File: config.mk
export PLATFORM = sky130hd
export DESIGN_NAME = sat_counter
export DESIGN_NICKNAME = d
export VERILOG_FILES = /design/src/rtl/count_checker_pkg.sv /design/src/rtl/count_checker_sat_counter.sv
export SDC_FILE = /design/constraint.sdc
export NUM_CORES = 1
export LEC_CHECK = 0
export BUFFER_PORTS_ARGS = -buffer_cell sky130_fd_sc_hd__buf_2
export CORE_AREA = 2 2 39 41
export CTS_BUF_LIST = sky130_fd_sc_hd__clkbuf_16
export CTS_CLUSTER_DIAMETER = 30
export DETAILED_ROUTE_END_ITERATION = 6
export DIE_AREA = 0 0 41 43
export SETUP_SLACK_MARGIN = 0.05
export SLEW_MARGIN = 30
export SYNTH_ARGS = -nofsm -noshare
export SYNTH_HDL_FRONTEND = slang
export SYNTH_SLANG_ARGS = --single-unit
File: constraint.sdc
create_clock -name clk -period 4.6 [get_ports clk]
set_clock_uncertainty 0.15 [all_clocks]
set_input_delay 0.92 -clock clk [delete_from_list [all_inputs] [get_ports clk]]
set_output_delay 0.92 -clock clk [all_outputs]
set_load 0.01 [all_outputs]
File: src/rtl/count_checker_pkg.sv
// Shared types and constants for the count_checker block.
package count_checker_pkg;

    localparam int STAT_W = 8;

    typedef enum logic [1:0] {
        ST_UNLOCKED = 2'd0,
        ST_SYNC     = 2'd1,
        ST_LOCKED   = 2'd2
    } state_t;

endpackage

File: src/rtl/count_checker_sat_counter.sv
// Saturating statistics counter; clear takes priority over increment.
module sat_counter
    import count_checker_pkg::*;
#(
    parameter int W = STAT_W
) (
    input  logic         clk,
    input  logic         reset_n,
    input  logic         inc,
    input  logic         clr,
    output logic [W-1:0] cnt
);

    logic [W-1:0] r_cnt;

    // NOTE: sequential state uses non-blocking assignments so every register samples pre-edge values.
    always_ff @(posedge clk or negedge reset_n) begin
        if (!reset_n) begin
            r_cnt <= '0;
        end else if (clr) begin
            r_cnt <= '0;
        end else if (inc && (r_cnt != '1)) begin
            r_cnt <= r_cnt + 1'b1;
        end
    end

    assign cnt = r_cnt;

endmodule

==> results of run 1 <==
-- power by group --
part | internal (uW) | switching (uW) | total (uW)
clock network | 112 | 32.0 | 144
logic | 5.45 | 7.48 | 12.9
registers | 72.5 | 2.38 | 74.8
-- cells in the final DEF, fill, tap and decap left out, drive strengths merged --
cell and instances:
buf 11, nand2 2, a41oi 1, nor2b 3, a2111oi 1, nor3 4
nor3b 1, mux2i 1, a211oi 1, a21boi 1, clkbuf 3, nand4 1
inv 2, and3 1, or3 1, nor2 2, and4 2, ha 1
nand3 3, a31oi 1, o21ai 1, nand2b 3, dfrtp 8, nor4 1
a21oi 3, mux2 2
-- layer usage --
metal  part of all wire, %  vias up  track usage, %
met2                    46        8            21.3
li1                      -      210               -
met5                     0        -               0
met1                    47      197            20.2
met3                   6.0        2            4.71
met4                  0.58        0            6.00
-- path summary, 6_finish.rpt --
kind | start | end | slack (ps) | cells past startpoint
worst min-delay path | reset_n | cnt[0]$_DFFE_PN0P_ | 380 | 1
worst max register to register | cnt[0]$_DFFE_PN0P_ | cnt[0]$_DFFE_PN0P_ | 2730 | 4
min in group clk | cnt[7]$_DFFE_PN0P_ | cnt[7]$_DFFE_PN0P_ | 440 | 2
worst min register to register | cnt[7]$_DFFE_PN0P_ | cnt[7]$_DFFE_PN0P_ | 440 | 2
max in group asynchronous | reset_n | cnt[1]$_DFFE_PN0P_ | 3750 | 1
worst max-delay path | cnt[2]$_DFFE_PN0P_ | cnt[2] | 2670 | 1
-- cell families after synthesis --
family                     Yosys count  synth area share, %
and+or+nand+nor                     24                 31.0
DFF                                  8                 43.1
AOI/OAI and AO/OA                    9                 12.7
muxes                                3                 7.01
buffers and inverters                4                 3.50
adders and majority gates            1                 2.69
-- cell type report --
| class | count | area [um2] | share of cell area, % |
|---|---|---|---|
| timing repair buffer | 11 | 55.1 | 9.09 |
| clock buffer | 3 | 75.1 | 12.4 |
| sequential | 8 | 200 | 33.1 |
| multi-input combinational | 37 | 248 | 40.9 |
| tap | 16 | 20.0 | 3.31 |
| inverter | 2 | 7.51 | 1.24 |
-- stage by stage --
stage / utilization, % / cells / hold WS, ps
6_report: 43.8 / 77 / 378
5_1_grt: 43.8 / 77 / 393
4_1_cts: 43.8 / 77 / 389
3_5_place_dp: 38.3 / 74 / 433
3_3_place_gp: 38.3 / 74 / 421
2_1_floorplan: - / 49 / 437
==> impl_results.rst, run 1 <==
.. list-table::
   :header-rows: 1

   * - Metric
     - Value
   * - Highest cell delay on the worst timing path
     - 450 ps
   * - DR vias/cell
     - 5.42
   * - Post-route cell area
     - slightly above 600 um2
   * - Number of hold violations in the final report
     - 0
   * - Maximum buffer depth of the clock tree
     - 2
   * - Most area-hungry cell type in the Yosys netlist
     - dfrtp_1
   * - Initial core utilization
     - 33.5%
   * - Final number of max-transition violations
     - 0
   * - Number of distinct library cells after synthesis
     - 28
   * - Slew of the pin with the lowest slew margin
     - 372 ps
   * - Fillcell total
     - around 140
   * - CP max FO
     - 7
   * - Syn. warnings
     - 0
   * - Post-layout worst setup margin
     - 2670 ps
   * - Buffers added on ports
     - 11
   * - Die Y
     - 43 um
   * - Average detailed-routed wire length per instance
     - 13.4 um
   * - Min Clock Period, post-route
     - 1930 ps
   * - Sum of negative setup slack
     - 0 ps
   * - Maximum vdd drop
     - 247 uV
   * - Post-place setup slack
     - 2530 ps
   * - Worst-path cell chain
     - buf_2
   * - Flip-flop count of the largest register, all copies and words added
     - 8
   * - I/O Pins
     - 12
   * - Detailed Routing Iterations Pass 1
     - 3
   * - Power, Total
     - 232 uW
   * - Post-CTS Hold Buffers
     - 0
   * - Number of global-route vias before repair
     - 404
   * - Clock Sinks
     - 8
   * - Max Clock Freq
     - 0.519 GHz
   * - Average cell area after synthesis
     - 9.47 um2
   * - Startpoint class of the critical path
     - flop
   * - Main area contributors after synthesis
     - dfrtp_1, mux2_2, nor3_1, nand2b_1, nor2b_1
   * - Post-cts gate resize count
     - 0
   * - Post-DRT Antenna Nets
     - 0
   * - Antenna violations before repair
     - 0
   * - Cell area reported after detailed placement
     - 531 um2
   * - Htree depth
     - 1
   * - Fraction of registers with async set or reset after synthesis
     - 100%
   * - Cells after Synth
     - 49
   * - Final critical-path share of the clock period
     - 41.9%
   * - Static leakage
     - 0.000278 uW
   * - Status
     - finished, final reports clean
   * - Global route overflow
     - 0
   * - Required arrival time at the worst endpoint
     - approximately 3500 ps
   * - CP Class
     - reg -> out
   * - Count of max-cap constraint violations
     - 0
   * - Clock Root Buffer
     - clkbuf_16
   * - Total setup buffers inserted after CTS
     - 0
   * - Most used standard cells in the synthesized netlist
     - dfrtp_1, nor3_1, a21oi_1, nand2b_1, nor2b_1
   * - Kind of end point of the critical path
     - output port
   * - Total half-perimeter wirelength after legalization and detailed placement
     - around 740 um
   * - Worst slew margin relative to its limit
     - approximately 75%
   * - Insertion delay of the later-clocked pin in the worst-skew pair
     - around 230 ps
   * - Number of placement rows
     - 14
   * - Diodes inserted
     - 0
   * - Die extent in x
     - approximately 40 um
   * - Prevailing post-synth register cell
     - dfrtp_1
   * - Number of buffers added by the clock tree synthesis step
     - 3
   * - Pin count of the biggest net entering global routing
     - 12
   * - RSZ-0062 raised after global routing
     - false
   * - Cell class contributing the biggest share of worst-path delay
     - flip-flops
   * - First-pass GRT wire length
     - about 1.8 mm
   * - Routed via count
     - 417
   * - Routability congestion estimate
     - about 0.7
   * - Detailed router's first-iteration violation count
     - 9
   * - Most frequent cell after synthesis
     - dfrtp_1
   * - Syn nets
     - 54
   * - Core area
     - 0.00138 mm2
   * - Synth Register Bits
     - 8
   * - Data arrival at the endpoint of the critical path
     - 860 ps
   * - Part of the Yosys area used for sequential elements
     - 43.1%
   * - DRC violations left
     - 0
   * - Path category of the worst min-delay check
     - in -> async
   * - Count of buffering cells on the critical path with inverters included
     - 1
   * - Clock transition at the register clock pins on the worst setup and hold paths after CTS
     - roughly 40 ps
   * - Number of flops mapped to enable cells by yosys
     - 0
   * - Final #Nets
     - 68
   * - Final wirelength
     - 1.03 mm
   * - Crit path max-delay cell type
     - dfrtp_1
   * - CTS tree
     - built
   * - Synth-to-layout area growth
     - 30.5%
   * - Area share of the largest cell type after synthesis
     - 43.1%
   * - Power Dens Cells
     - 383 mW/mm2
   * - Number of setup violations in the final report
     - 0
   * - All-layer global routing usage
     - about 15%
   * - Post-Syn Area
     - between 400 and 500 um2
   * - Overall die area
     - ~0.0018 mm2
   * - Share of final-layout standard cells stronger than drive strength 1
     - 29.5%
Note: power is estimated with default switching activity, not from simulation.
==> inputs of run 2 (changes only) <==
Clock period 4.6 ns to 1.6 ns, I/O delays scaled along.
==> run 2 against run 1 <==
Clock-buffer cell count stayed put. Non-clock buffer count grew 6. Final cell count is 7.8% higher. Register-to-register slack got worse by 2600 ps. Via count increased by 3.4%. Worst setup slack worse by 2600 ps. Largest power group unchanged. First-iteration DRC count unchanged. Combinational power increased to 4.3 times the previous value. Worst hold slack got worse by 110 ps.
==> impl_results.rst, run 2 (synthesis gave the netlist of run 1 again) <==
.. list-table::
   :header-rows: 1

   * - Metric
     - Value
   * - Share of final-layout standard cells stronger than drive strength 1
     - 41.8% (was 29.5%)
   * - Initial core utilization
     - 33.5% (unchanged)
   * - Clock transition at the register clock pins on the worst setup and hold paths after CTS
     - 40 ps (about the same)
   * - Worst Hold Path Cells
     - 2
   * - Kind of end point of the critical path
     - flop (was output port)
   * - All-layer global routing usage
     - 14.6% (was 14.9%)
   * - Number of setup violations in the final report
     - 0 (unchanged)
   * - Htree depth
     - 1 (unchanged)
   * - Maximum vdd drop
     - 486 uV (was 247 uV)
   * - Global route overflow
     - 0 (unchanged)
   * - Insertion delay of the later-clocked pin in the worst-skew pair
     - 230 ps (about the same)
   * - Flip-flop count of the largest register, all copies and words added
     - 8 (unchanged)
   * - Die Y
     - 43 um (unchanged)
   * - Power Dens Cells
     - 1000 mW/mm2 (was 383 mW/mm2)
   * - Sum of negative setup slack
     - 0 ps (unchanged)
   * - Slew of the pin with the lowest slew margin
     - 318 ps (was 372 ps)
   * - I/O Pins
     - 12 (unchanged)
   * - Post-DRT Antenna Nets
     - 0 (unchanged)
   * - Routed via count
     - 431 (was 417)
   * - Count of buffering cells on the critical path with inverters included
     - 0 (was 1)
   * - Critical register-to-register path startpoint
     - cnt[1]$_DFFE_PN0P_ (was cnt[0]$_DFFE_PN0P_)
   * - Path category of the worst min-delay check
     - in -> reg (was in -> async)
   * - Final number of max-transition violations
     - 0 (unchanged)
   * - Required arrival time at the worst endpoint
     - 1560 ps (was 3530 ps)
   * - Final #Nets
     - 74 (was 68)
   * - Clock Root Buffer
     - clkbuf_16 (unchanged)
   * - Routability congestion estimate
     - 0.714 (was 0.699)
   * - Static leakage
     - 0.000313 uW (was 0.000278 uW)
   * - Startpoint class of the critical path
     - flop (unchanged)
   * - Number of buffers added by the clock tree synthesis step
     - 3 (unchanged)
   * - Worst hold-check slack
     - 267 ps (was 378 ps)
   * - Average detailed-routed wire length per instance
     - 12.9 um (was 13.4 um)
   * - Worst R2R End
     - cnt[0]$_DFFE_PN0P_ (unchanged)
   * - Pin count of the biggest net entering global routing
     - 12 (unchanged)
   * - Synth-to-layout area growth
     - 48.5% (was 30.5%)
   * - Overall die area
     - 0.00176 mm2 (unchanged)
   * - Number of placement rows
     - 14 (unchanged)
   * - Data arrival at the endpoint of the critical path
     - 1480 ps (was 860 ps)
   * - CP max FO
     - 5 (was 7)
   * - Maximum buffer depth of the clock tree
     - 2 (unchanged)
   * - CP Class
     - reg -> reg (was reg -> out)
   * - Utilization after layout
     - 49.8% (was 43.8%)
   * - Fillcell total
     - 133 (was 141)
   * - Cell class contributing the biggest share of worst-path delay
     - flip-flops (unchanged)
   * - RSZ-0062 raised after global routing
     - true (was false)
   * - Antenna violations before repair
     - 0 (unchanged)
   * - First-pass GRT wire length
     - 1.66 mm (was 1.77 mm)
   * - Post-place setup slack
     - 48.2 ps (was 2530 ps)
   * - Diodes inserted
     - 0 (unchanged)
   * - Cells on worst reg2reg path
     - 4 (unchanged)
   * - DR vias/cell
     - 5.19 (was 5.42)
   * - Clock Sinks
     - 8 (unchanged)
   * - Crit path max-delay cell type
     - dfrtp_2 (was dfrtp_1)
   * - Most common cell after layout, fill and taps aside
     - buf_2 (unchanged)
   * - Total half-perimeter wirelength after legalization and detailed placement
     - 761 um (was 741 um)
   * - Total setup buffers inserted after CTS
     - 0 (unchanged)
   * - Detailed router's first-iteration violation count
     - 9 (unchanged)
   * - Final wirelength
     - 1.07 mm (was 1.03 mm)
   * - Core area
     - 0.00138 mm2 (unchanged)
   * - Buffers added on ports
     - 11 (unchanged)
   * - Worst slew margin relative to its limit
     - 78.7% (was 74.6%)
   * - Status
     - finished, final reports clean (unchanged)
   * - Final Instance Count excl. Fillers
     - 83 (was 77)
   * - Number of hold violations in the final report
     - 0 (unchanged)
   * - DRC violations left
     - 0 (unchanged)
   * - Worst-path cell chain
     - ha_4 -> and4_4 -> a21boi_4 -> mux2_4 (was buf_2)
   * - Number of global-route vias before repair
     - 384 (was 404)
   * - Detailed Routing Iterations Pass 1
     - 2 (was 3)
   * - Highest cell delay on the worst timing path
     - 410 ps (was 450 ps)
   * - Min Clock Period, post-route
     - 1510 ps
   * - Placed cell count
     - 79 (was 74)
   * - Hold path endpoint
     - cnt[5]$_DFFE_PN0P_
   * - Die extent in x
     - 41 um (unchanged)
   * - Max Clock Freq
     - 0.662 GHz
   * - Post-layout worst setup margin
     - 88.6 ps (was 2670 ps)
   * - Hold path startpoint
     - clr
   * - Minimum setup slack among reg-to-reg paths
     - 90 ps (was 2730 ps)
   * - Final critical-path share of the clock period
     - 94.5%
   * - Highest-count cells in the layout ignoring fill and taps
     - buf_2, dfrtp_1, buf_4 (was buf_2, dfrtp_1, nor3_1)
   * - CTS tree
     - built (unchanged)
   * - Count of max-cap constraint violations
     - 0 (unchanged)
## run 2: where the power goes
group	leakage (uW)	switching, uW	internal [uW]
clock network	0.0000370	99.1	322
registers	0.000107	5.38	209
logic	0.000169	28.1	28.0
total	0.000313	133	560
## run 2: repair_timing
item,4_1_cts,5_1_grt
endpoints found under the hold margin,8,0
endpoints found under the setup margin,1,3
pin swaps,0,1
resized for setup,1,2
gates cloned,0,0
hold buffers,1,0
## run 2: area by class of cell
cell class | instances | area [um2] | share of cell area [%]
inverters | 2 | 7.51 | 1.09
repair buffers | 17 | 103 | 14.9
flip-flops and latches | 8 | 203 | 29.4
clock buffers | 3 | 75.1 | 10.9
well taps | 16 | 20.0 | 2.90
multi-input cells | 37 | 282 | 40.8
## run 2: how the worst max path moves through the flow
| stage | start | slack (ps) | cells past startpoint | endpoint |
|---|---|---|---|---|
| final | cnt[1]$_DFFE_PN0P_ | 90 | 4 | cnt[0]$_DFFE_PN0P_ |
| after global routing | cnt[0]$_DFFE_PN0P_ | 50 | 4 | cnt[3]$_DFFE_PN0P_ |
| after detailed placement | cnt[1]$_DFFE_PN0P_ | 50 | 4 | cnt[0]$_DFFE_PN0P_ |
| after global placement | cnt[1]$_DFFE_PN0P_ | 70 | 4 | cnt[0]$_DFFE_PN0P_ |
| after CTS | cnt[1]$_DFFE_PN0P_ | 50 | 4 | cnt[3]$_DFFE_PN0P_ |
| after floorplan | cnt[1]$_DFFE_PN0P_ | 20 | 4 | cnt[0]$_DFFE_PN0P_ |
## run 2: through the flow
step / cell area (um2) / total power, uW
2_1_floorplan: 488 / 247
3_3_place_gp: 592 / 271
3_5_place_dp: 592 / 271
4_1_cts: 684 / 700
5_1_grt: 689 / 718
6_report: 689 / 692
## run 2: routing by layer
layer | track usage [%] | share of wire, % | up-vias
met2 | 18.1 | 42 | 10
met5 | 0 | 0 | -
li1 | - | - | 220
met1 | 18.6 | 49 | 197
met3 | 4.71 | 4.8 | 4
met4 | 14.0 | 3.5 | 0
